--- src/rtl/if_fetch_pkg.sv ---
// rtl/if_fetch_pkg.sv - shared constants, FSM encoding and helpers for the instruction-fetch stage
package if_fetch_pkg;

  localparam logic        ENABLE    = 1'b1;
  localparam logic        DISABLE   = 1'b0;
  localparam logic [31:0] ZERO_WORD = 32'h0000_0000;

  localparam logic [2:0]  BYTES_PER_INST = 3'd4;
  localparam logic [2:0]  LAST_BYTE      = 3'd3;
  localparam logic [31:0] INST_STRIDE    = 32'd4;

  // Encodings are visible to IF/ID and the pipeline controller through this package.
  typedef enum logic {
    FETCH = 1'b0,
    HOLD  = 1'b1
  } fetch_state_t;

  function automatic logic [31:0] word_align(input logic [31:0] addr);
    return {addr[31:2], 2'b00};
  endfunction

endpackage

--- src/rtl/if_fetch_if.sv ---
// rtl/if_fetch_if.sv - byte memory port and IF/ID hand-off bundle of the fetch stage
interface if_fetch_if;

  logic        mem_req_o;
  logic [31:0] mem_addr_o;
  logic        mem_grant_i;
  logic [7:0]  mem_data_i;
  logic [31:0] inst_o;
  logic [31:0] pc_o;
  logic        inst_valid_o;

  modport master (
    output mem_req_o,
    output mem_addr_o,
    input  mem_grant_i,
    input  mem_data_i,
    output inst_o,
    output pc_o,
    output inst_valid_o
  );

  modport slave (
    input  mem_req_o,
    input  mem_addr_o,
    output mem_grant_i,
    output mem_data_i,
    input  inst_o,
    input  pc_o,
    input  inst_valid_o
  );

endinterface

--- src/rtl/if_fetch.sv ---
// rtl/if_fetch.sv - RISC-V fetch stage: assembles 32-bit instructions from four byte reads
// and hands them to IF/ID, honouring redirects, stalls and the global ready.
module if_fetch
  import if_fetch_pkg::*;
#(
  parameter logic [31:0] RESET_PC = 32'h0000_0000
) (
  input  logic        dclk,
  input  logic        rst,
  input  logic        rdy,
  input  logic        stall_i,
  input  logic        br_en_i,
  input  logic [31:0] br_target_i,
  if_fetch_if.master  bus
);

  fetch_state_t state_q, state_n;
  logic [31:0]  pc_q, pc_n;
  logic [2:0]   issue_cnt_q, issue_cnt_n;
  logic [2:0]   recv_cnt_q, recv_cnt_n;
  logic         pending_q, pending_n;
  logic [23:0]  byte_buf_q, byte_buf_n;
  logic [31:0]  inst_q, inst_n;
  logic [31:0]  inst_pc_q, inst_pc_n;
  logic         valid_q, valid_n;

  logic         mem_req;
  logic         issue_ok;

  // Request is decoded from registered state; reset also silences it so the port is
  // quiet while rst is high.
  assign mem_req  = rdy && !rst && (state_q == FETCH) && (issue_cnt_q < BYTES_PER_INST);
  assign issue_ok = mem_req && bus.mem_grant_i;

  assign bus.mem_req_o    = mem_req;
  assign bus.mem_addr_o   = mem_req ? (pc_q + {29'b0, issue_cnt_q}) : ZERO_WORD;
  assign bus.inst_o       = inst_q;
  assign bus.pc_o         = inst_pc_q;
  assign bus.inst_valid_o = valid_q;

  always_comb begin
    state_n     = state_q;
    pc_n        = pc_q;
    issue_cnt_n = issue_cnt_q;
    recv_cnt_n  = recv_cnt_q;
    pending_n   = pending_q;
    byte_buf_n  = byte_buf_q;
    inst_n      = inst_q;
    inst_pc_n   = inst_pc_q;
    valid_n     = valid_q;

    if (br_en_i) begin
      // Redirect wins over everything below; the byte still in flight is orphaned
      // by clearing pending.
      state_n     = FETCH;
      pc_n        = word_align(br_target_i);
      issue_cnt_n = 3'd0;
      recv_cnt_n  = 3'd0;
      pending_n   = DISABLE;
      valid_n     = DISABLE;
      inst_n      = ZERO_WORD;
      inst_pc_n   = ZERO_WORD;
    end else begin
      case (state_q)
        FETCH: begin
          if (issue_ok) begin
            issue_cnt_n = issue_cnt_q + 3'd1;
            pending_n   = ENABLE;
          end else begin
            pending_n   = DISABLE;
          end

          if (pending_q) begin
            recv_cnt_n = recv_cnt_q + 3'd1;
            case (recv_cnt_q)
              3'd0: byte_buf_n[7:0]   = bus.mem_data_i;
              3'd1: byte_buf_n[15:8]  = bus.mem_data_i;
              3'd2: byte_buf_n[23:16] = bus.mem_data_i;
              default: ;
            endcase
            // The top byte goes straight into the output word instead of the buffer.
            if (recv_cnt_q == LAST_BYTE) begin
              state_n   = HOLD;
              valid_n   = ENABLE;
              inst_n    = {bus.mem_data_i, byte_buf_q};
              inst_pc_n = pc_q;
            end
          end
        end

        HOLD: begin
          if (!stall_i) begin
            state_n     = FETCH;
            pc_n        = pc_q + INST_STRIDE;
            issue_cnt_n = 3'd0;
            recv_cnt_n  = 3'd0;
            pending_n   = DISABLE;
            valid_n     = DISABLE;
            inst_n      = ZERO_WORD;
            inst_pc_n   = ZERO_WORD;
          end
        end

        default: state_n = FETCH;
      endcase
    end
  end

  always_ff @(posedge dclk or posedge rst) begin
    if (rst) begin
      state_q     <= FETCH;
      pc_q        <= RESET_PC;
      issue_cnt_q <= 3'd0;
      recv_cnt_q  <= 3'd0;
      pending_q   <= DISABLE;
      byte_buf_q  <= 24'h0;
      inst_q      <= ZERO_WORD;
      inst_pc_q   <= ZERO_WORD;
      valid_q     <= DISABLE;
    end else if (rdy) begin
      state_q     <= state_n;
      pc_q        <= pc_n;
      issue_cnt_q <= issue_cnt_n;
      recv_cnt_q  <= recv_cnt_n;
      pending_q   <= pending_n;
      byte_buf_q  <= byte_buf_n;
      inst_q      <= inst_n;
      inst_pc_q   <= inst_pc_n;
      valid_q     <= valid_n;
    end
  end

endmodule

--- src/flat_wrapper.sv ---
// flat-port wrapper written by rule: the top's interface ports become plain ports
module if_fetch_flat import if_fetch_pkg::*;
#(
  parameter logic [31:0] RESET_PC = 32'h0000_0000
)
  (dclk, rst, rdy, stall_i, br_en_i, br_target_i, bus_mem_req_o, bus_mem_addr_o, bus_mem_grant_i, bus_mem_data_i, bus_inst_o, bus_pc_o, bus_inst_valid_o);
  if_fetch_if bus_i ();
  input  logic dclk;
  input  logic rst;
  input  logic rdy;
  input  logic stall_i;
  input  logic br_en_i;
  input  logic [31:0] br_target_i;
  output wire logic [$bits(bus_i.mem_req_o)-1:0] bus_mem_req_o;
  output wire logic [$bits(bus_i.mem_addr_o)-1:0] bus_mem_addr_o;
  input wire logic [$bits(bus_i.mem_grant_i)-1:0] bus_mem_grant_i;
  input wire logic [$bits(bus_i.mem_data_i)-1:0] bus_mem_data_i;
  output wire logic [$bits(bus_i.inst_o)-1:0] bus_inst_o;
  output wire logic [$bits(bus_i.pc_o)-1:0] bus_pc_o;
  output wire logic [$bits(bus_i.inst_valid_o)-1:0] bus_inst_valid_o;
  assign bus_mem_req_o = bus_i.mem_req_o;
  assign bus_mem_addr_o = bus_i.mem_addr_o;
  assign bus_i.mem_grant_i = bus_mem_grant_i;
  assign bus_i.mem_data_i = bus_mem_data_i;
  assign bus_inst_o = bus_i.inst_o;
  assign bus_pc_o = bus_i.pc_o;
  assign bus_inst_valid_o = bus_i.inst_valid_o;
  if_fetch #(.RESET_PC(RESET_PC)) u_core (.dclk(dclk), .rst(rst), .rdy(rdy), .stall_i(stall_i), .br_en_i(br_en_i), .br_target_i(br_target_i), .bus(bus_i));
endmodule
--- config.mk ---
export PLATFORM = sky130hd
export DESIGN_NAME = if_fetch_flat
export DESIGN_NICKNAME = d
export VERILOG_FILES = /design/src/rtl/if_fetch_pkg.sv /design/src/rtl/if_fetch_if.sv /design/src/rtl/if_fetch.sv /design/src/flat_wrapper.sv
export SDC_FILE = /design/constraint.sdc
export NUM_CORES = 1
export LEC_CHECK = 0
export CAP_MARGIN = 5
export CELL_PAD_IN_SITES_DETAIL_PLACEMENT = 2
export CELL_PAD_IN_SITES_GLOBAL_PLACEMENT = 2
export CORE_MARGIN = 10
export CORE_UTILIZATION = 28
export CTS_BUF_LIST = sky130_fd_sc_hd__clkbuf_4 sky130_fd_sc_hd__clkbuf_8 sky130_fd_sc_hd__clkbuf_16
export DETAILED_ROUTE_END_ITERATION = 8
export PLACE_DENSITY = 0.85
export SETUP_SLACK_MARGIN = 0.5
export SLEW_MARGIN = 15
export SYNTH_ARGS = -nofsm -noshare
export SYNTH_HDL_FRONTEND = slang
export SYNTH_SLANG_ARGS = --single-unit
--- constraint.sdc ---
create_clock -name dclk -period 3.9 [get_ports dclk]
set_input_delay 0.78 -clock dclk [delete_from_list [all_inputs] [get_ports dclk]]
set_output_delay 0.78 -clock dclk [all_outputs]
set_load 0.005 [all_outputs]
# Word-level counts from Yosys, hierarchy flattened
# Cells that the tools add are included.
dict set report classes {
  n_shift 0
  bitwise_logic 2
  order_cmp 1
  eq_ne 8
  div 0
  multipliers 0
  n_mux 33
  n_addsub 4
  reduce_logical 15
}
# op count
set ops {}
lappend ops {{two-way mux 32 bit} 11}
lappend ops {{case mux 32 bit (2 select lines)} 2}
lappend ops {{adder 32 x 3 -> 32 bit} 1}
lappend ops {{adder 32 x 3 -> 32 bit (second input constant)} 1}
lappend ops {{two-way mux 3 bit} 5}
lappend ops {{AND reduction 5 bit} 3}
lappend ops {{case mux 3 bit (2 select lines)} 2}
lappend ops {{two-way mux 1 bit} 10}
lappend ops {{AND reduction 3 bit} 3}
lappend ops {{adder 3 x 1 -> 3 bit (second input constant)} 2}
lappend ops {{equality test 3 x 2 -> 1 bit (second input constant)} 2}
lappend ops {{!= test 3 x 2 -> 1 bit (second input constant)} 2}
lappend ops {{!= test 3 bit (second input constant)} 2}
lappend ops {{case mux 1 bit (2 select lines)} 3}
lappend ops {{logical AND 1 bit} 4}
lappend ops {{AND reduction 4 bit} 1}
lappend ops {{equality test 3 x 1 -> 1 bit (second input constant)} 1}
lappend ops {{zero test 3 bit} 1}
lappend ops {{less-than comparator 3 bit (second input constant)} 1}
lappend ops {{!= test 2 x 1 -> 1 bit (second input constant)} 1}
lappend ops {{inverter 1 bit} 2}
lappend ops {{AND reduction 2 bit} 1}
lappend ops {{nonzero test 2 bit} 1}
lappend ops {{zero test 1 bit} 1}
dict set report word_totals {
  ram_bits 0
  latch_bits 0
  n_memories 0
  input_bits 46
  wordCells 74
  rom_bits 0
  regBits 129
}

# Longest topological paths before layout
# Gate-level depths: netlist of run 1.
dict set report logic_depth {
  depth_word 8
  ltp_mapped 7
}

# Least setup slack after synthesis of run 1
# OpenSTA, ideal clock, no wires.
dict set report synth_timing {
  path_kind {input port to output port}
  start {in rdy}
  end {out bus_mem_addr_o[24]}
  stages 6
  n_path_buf 2
  t_arrival_ns 1.939
  t_required_ns 3.120
  setup_slack_ns 1.181
  path_cell_list {clkbuf_1 > nand3_1 > inv_1 > clkbuf_1 > o311ai_0 > o41ai_1}
}
dict set report synth_between {
  elab_chain_len 4
}
# item line
set synth_rtl {}
lappend synth_rtl {{start, declared} flat_wrapper.sv:10} ;# input logic rdy;
lappend synth_rtl {{logical AND 1 bit (3 in a row)} if_fetch.sv:32} ;# assign mem_req = rdy && !rst && (state_q == FETCH) && (issue_cnt_q < BYTES_PER_INST);
lappend synth_rtl {{net bus_mem_req_o} flat_wrapper.sv:14} ;# output wire logic [$bits(bus_i.mem_req_o)-1:0] bus_mem_req_o;
lappend synth_rtl {{two-way mux 32 bit} if_fetch.sv:36} ;# assign bus.mem_addr_o = mem_req ? (pc_q + {29'b0, issue_cnt_q}) : ZERO_WORD;
lappend synth_rtl {{end, declared} flat_wrapper.sv:15} ;# output wire logic [$bits(bus_i.mem_addr_o)-1:0] bus_mem_addr_o;
# The timed path passes the listed nets, and every way through them passes these cells.

# Worst setup path after layout of run 1
dict set report layout_timing {
  start {reg u_core.pc_q[9]}
  end {out bus_mem_addr_o[20]}
}
dict set report layout_between {
  elab_chain_len 2
}
# item line
set layout_rtl {}
lappend layout_rtl {{start, declared} if_fetch.sv:18} ;# logic [31:0] pc_q, pc_n;
lappend layout_rtl {{start signal, assigned} if_fetch.sv:122} ;# pc_q <= pc_n;
lappend layout_rtl {{adder 32 x 3 -> 32 bit} if_fetch.sv:36}
lappend layout_rtl {{two-way mux 32 bit} if_fetch.sv:36}
# No other way between the ends.

==> impl_results.md, run 1 <==
* Slew Limit Fails at 0
* Skew-Pair Late Insertion Delay at 440 ps
* Most used DFF post-synth: dfrtp_1
* Worst min-delay path class: reg -> reg
* F_max at 0.274 GHz
* First drt pass iteration count at 5
* Synth cell count leaders: dfrtp_1 (126), a22o_1 (64), clkbuf_1 (47), nand2_1 (34), nor2_1 (34)
* Max FO, Critical Path at 6
* Gate count of the mapped netlist at 649
* Final ANT Viol Nets at 0
* Max Cap Viol at 0
* Tmin final at 3650 ps
* Drt via density at 5.65
* PortBufs at 141
* Initial antenna violation count at 0
* Drc violations at 0
* Slowest CP cell: clkdlybuf4s50_1
* First-pass GRT wire length at 43700 µm
* DIE WIDTH at 172 µm
* Post-synth ARST share at 1.00
* Slowest cell delay on critical path at 560 ps
* Core Box Area at 0.0228 mm²
* Peak supply drop at 0.261 mV
* Synthesized cell area at 0.00651 mm²
* Starting Density at 0.286
* DRT Wirelength at 31000 µm
* Gr usage total at 0.193
* Largest area contributor in the netlist: dfrtp_1
* Cells along the critical path: buf_4, and4_2, nand4_1, or3_1, a21oi_1, clkdlybuf4s50_1
* Lkg Pwr at 0.00416 µW
* Die area at 0.0297 mm²
* Top-area cell type share of the netlist area at 0.484
* Pwr Density at 420 mW/mm²
* Hold endpoint: u_core.bus.inst_o[7]
* Crit path max-delay family: simple AND/OR/NAND/NOR gates
* Slew HR at 0.277
* DP Area at 0.00833 mm²
* Synth area leaders: dfrtp_1 (48%), a22o_1 (8.6%), mux2_2 (4.2%)
* Grt ovf at 0
* Status: complete, no violations
* Die Y at 172 µm
* Drt wl/cell at 27.1 µm
* Reg2reg end: u_core.pc_q[23]
* P&R area growth vs syn at 46.7%
* Post-synthesis sequential area ratio at 0.484
* Final Hold Violating Endpoints at 0
* Ant diodes at 0
* Largest net degree at the start of global routing at 127
* Final Skew at 10.8 ps
* Fillcell total at 2377
* Reg2reg setup slack at 1020 ps
* Most common cell in the netlist: dfrtp_1
* RSZ-0062 raised after global routing: yes
* Final period util at 0.935
* Via count at 6469
* Design Area, Final at 0.00955 mm²
* Post-CTS Hold Buffers at 0
* Clk sink count at 126
* Seq cells post-synth at 126
* WP data required at 3120 ps
* Vias in the first global route at 7151
* CTS Buf Count at 17
* Worst hold start: u_core.byte_buf_q[7]
* Clock buffer depth at 2
* Layout cells sized above 1 at 0.233
* Clock transition at path regs at 70 ps
* Post-synth EDFFs at 0
* Slew @ Worst Pin at 1070 ps
* Root Buffer Master: clkbuf_16
* Synthesized Nets at 703
* Initial drt markers at 557
* Synth unique cells at 56
* CTS tree: done
* Gpl congestion at 0.877
* # setup viols final at 0
* Syn. warnings at 0
* Worst Path Buf+Inv at 2
* Hold Path Stages at 1
* Worst EP arrival at 2870 ps
* Final setup TNS at 0 ps
* IO Pins at 144
* Type of the worst setup path: reg -> out
* H-tree depth at 4
* Kind of end point of the critical path: output pin
* FF-to-FF Start: u_core.pc_q[7]
* Final net count at 872
* Startpoint types: flop
* R2R cell count at 9
* Syn avg cell area at 10.0 µm²
* Row count at 55
* DP HPWL at 18300 µm
[worst max-delay path by stage]
stage	start	end	slack (ps)	depth (start not counted)
6_report	u_core.pc_q[9]	bus_mem_addr_o[20]	250	6
5_1_grt	u_core.pc_q[9]	bus_mem_addr_o[20]	190	6
4_1_cts	u_core.pc_q[2]	bus_mem_addr_o[31]	250	6
3_5_place_dp	rst	bus_mem_addr_o[24]	290	9
3_3_place_gp	u_core.pc_q[2]	bus_mem_addr_o[31]	350	6
2_1_floorplan	rdy	bus_mem_addr_o[24]	1180	6
[final cells by class]
type / count / area [µm²] / share of cell area
Clock buffer: 17 / 425 / 0.0445
Clock inverter: 15 / 191 / 0.0200
Inverter: 18 / 71.3 / 0.00747
Multi-Input combinational cell: 441 / 3270 / 0.343
Sequential cell: 126 / 3170 / 0.332
Tap cell: 313 / 392 / 0.0410
Timing Repair Buffer: 214 / 2030 / 0.212
[metrics by stage]
step                setup WS [ps]  power, µW  hold WS (ps)  std cells  utilization
finish                        254       4010           486       1144        0.419
global route                  190       4170           501       1144        0.419
CTS                           248       3950           488       1125        0.405
detailed placement            286       2150           475       1070        0.366
global placement              350       2110           465       1070        0.366
floorplan                    1180       1870           461        649            -
[kinds of logic after synthesis]
family / count (synthesis) / synth area share
simple gates: 206 / 0.178
compound gates: 186 / 0.206
flops: 126 / 0.484
buf+inv: 82 / 0.0504
mux: 29 / 0.0492
xor+xnor: 12 / 0.0161
fa+ha+maj: 8 / 0.0154
[report_power, final]
| part | leakage (µW) | switching (µW) | total [µW] | internal [µW] |
|---|---|---|---|---|
| registers | 0.00166 | 133 | 1550 | 1420 |
| clock network | 0.000298 | 751 | 1730 | 979 |
| logic | 0.00220 | 415 | 728 | 313 |
[timing repair]
item / in CTS / in global routing
resized for setup: 51 / 45
pin swaps: 9 / 13
cloned: 0 / 0
setup endpoints to repair: 18 / 19
setup buffers: 23 / 19
[state kept, by name (all words and copies together), names as in the netlist]
register / flops
u_core.bus.inst_o: 32
u_core.bus.pc_o: 31
u_core.pc_q: 30
u_core.byte_buf_q: 24
u_core.issue_cnt_q: 3
u_core.recv_cnt_q: 3
u_core.bus.inst_valid_o: 1
u_core.pending_q: 1
u_core.state_q: 1
[metal layers]
layer / GRT usage / wire [µm] / up-vias
met3: 0.0431 / 1680 / 84
li1: - / - / 2783
met1: 0.224 / 12600 / 3350
met2: 0.335 / 15600 / 252
met5: 0 / 0 / -
met4: 0.0795 / 1160 / 0
[cell usage in the layout (no fill, tap or decap), types with 8 or more instances in the layout]
cell / n
buf_4: 65
nor4_1: 9
dlymetal6s2s_1: 10
nor2_1: 33
nor3_1: 9
clkdlybuf4s50_1: 124
a22o_1: 64
mux2_2: 24
and3_1: 12
clkbuf_16: 17
nand3_1: 22
nand4_1: 22
nand2_1: 30
inv_1: 15
dfrtp_2: 12
o21ai_0: 30
dfrtp_1: 114
a21oi_1: 24
xnor2_1: 8
Note: power is estimated with default switching activity, not from simulation.
==> run 2: changes to the inputs <==
Settings changed: CORE_UTILIZATION 28 to 32, CTS_CLUSTER_SIZE from default to 16, PLACE_DENSITY 0.85 to 0.91.
Clock period 3.9 ns to 4.1 ns, I/O delays scaled along.
==> impl_results.md, run 2 (synthesized netlist as in run 1, its figures left out) <==
* DP Area at 0.00825 mm²
* Clock buffer depth at 2
* Tmin final at 3750 ps
* Lkg Pwr at 0.00395 µW
* PortBufs at 141
* DP HPWL at 18500 µm
* Initial drt markers at 593
* Most frequent cells in the layout: clkdlybuf4s50_1 (129), dfrtp_1 (112), a22o_1 (64)
* Via count at 6547
* Routed wl met3 at 1980 µm
* Switch share at 0.338
* Row count at 52
* Die Y at 163 µm
* Slew @ Worst Pin at 1050 ps
* Largest net degree at the start of global routing at 61
* Clock power share at 0.418
* Gpl congestion at 0.874
* First-pass GRT wire length at 45100 µm
* Worst min-delay path class: reg -> reg
* Final Power at 3710 µW
* Vias in the first global route at 6989
* Max layer used: met4
* Core Box Area at 0.0201 mm²
* DIE WIDTH at 163 µm
* Drc violations at 0
* Met2 WL at 16000 µm
* Max FO, Critical Path at 7
* Final Skew at 21.3 ps
* Ant diodes at 0
* Max Cap Viol at 0
* Drt wl/cell at 28.9 µm
* Max reg flops at 32
* Die area at 0.0264 mm²
* FF-to-FF Start: u_core.pc_q[5]
* Internal Power at 2450 µW
* Layout cells sized above 1 at 0.204
* Final period util at 0.914
* Slew Limit Fails at 0
* Metal1 wirelength at 12400 µm
* Type of the worst setup path: reg -> out
* # setup viols final at 0
* H-tree depth at 4
* Sequential share of power at 0.402
* Design Area, Final at 0.00924 mm²
* Startpoint types: flop
* Starting Density at 0.324
* Gr usage total at 0.220
* P&R area growth vs syn at 41.9%
* Post-CTS Hold Buffers at 0
* Fin cells at 1090
* Drt via density at 6.01
* Slew HR at 0.303
* Pre-CTS setup slack at 466 ps
* WP data required at 3280 ps
* Final Hold Violating Endpoints at 0
* CTS Buf Count at 17
* Clock transition at path regs at 80 ps
* Combinational power share at 0.180
* Clk sink count at 126
* PnR worst setup slack at 355 ps
* Initial antenna violation count at 0
* DRT Wirelength at 31600 µm
* Crit path from: u_core.pc_q[19]
* Commonest non-fill, non-tap cell in the layout: clkdlybuf4s50_1
* F_max at 0.267 GHz
* Status: complete, no violations
* Skew-Pair Late Insertion Delay at 450 ps
* Worst hold start: u_core.byte_buf_q[19]
* Kind of end point of the critical path: output pin
* Root Buffer Master: clkbuf_16
* RSZ-0062 raised after global routing: yes
* Peak supply drop at 0.280 mV
* Sw power at 1250 µW
* Grt ovf at 0
* Placed insts at 1023
* Worst EP arrival at 2930 ps
* Final ANT Viol Nets at 0
* Final setup TNS at 0 ps
* IO Pins at 144
* Pwr Density at 401 mW/mm²
* CTS tree: done
* First drt pass iteration count at 4
* Final net count at 861
-- run 2: power groups by stage --
stage	combinational (µW)	clock, µW	sequential, µW
final	666	1550	1490
after floorplan	361	0	1420
after detailed placement	532	0	1500
after CTS	610	1540	1470
after global placement	508	0	1490
after global routing	714	1620	1500
-- run 2: worst paths after layout --
check                                        end  slack (ps)  depth (start not counted)
setup reg to reg                 u_core.pc_q[31]        1500                          5
hold reg to reg            u_core.bus.inst_o[19]         490                          1
max in group asynchronous        u_core.pc_q[17]        2320                          3
min in group asynchronous       u_core.pending_q         760                          2
setup / recovery              bus_mem_addr_o[27]         350                          7
hold / removal             u_core.bus.inst_o[19]         490                          1
-- run 2: layout make-up --
class | count | area, µm²
Fill cell | 2047 | 10900
Sequential cell | 126 | 3170
Multi-Input combinational cell | 441 | 3150
Timing Repair Buffer | 203 | 1920
Clock buffer | 17 | 425
Tap cell | 270 | 338
Clock inverter | 15 | 165
Inverter | 18 | 71.3
-- run 2: metrics by stage --
step	util	hold WS, ps
after global routing	0.459	520
after detailed placement	0.410	471
after floorplan	-	461
after global placement	0.410	462
final	0.459	492
after CTS	0.452	494
-- run 2: worst max-delay path: stages, from the launching register on --
cell      delay [ps]
dfrtp_2          470
nand4_1          250
buf_4            220
or4_4            510
buf_4            180
or4_4            520
a21oi_4          190
clkbuf_2         140
-- run 2: timing repair --
| item | CTS | global route |
|---|---|---|
| endpoints found under the hold margin | 0 | 0 |
| setup buffers | 21 | 14 |
| setup endpoints to repair | 17 | 11 |
| gates cloned | 0 | 0 |
| pin swaps | 6 | 4 |
| gates resized for setup | 41 | 20 |
-- run 2: layer usage --
metal | vias up | track usage
met2 | 308 | 0.375
met4 | 0 | 0.0873
met5 | - | 0
met3 | 82 | 0.0521
met1 | 3392 | 0.262
li1 | 2765 | -
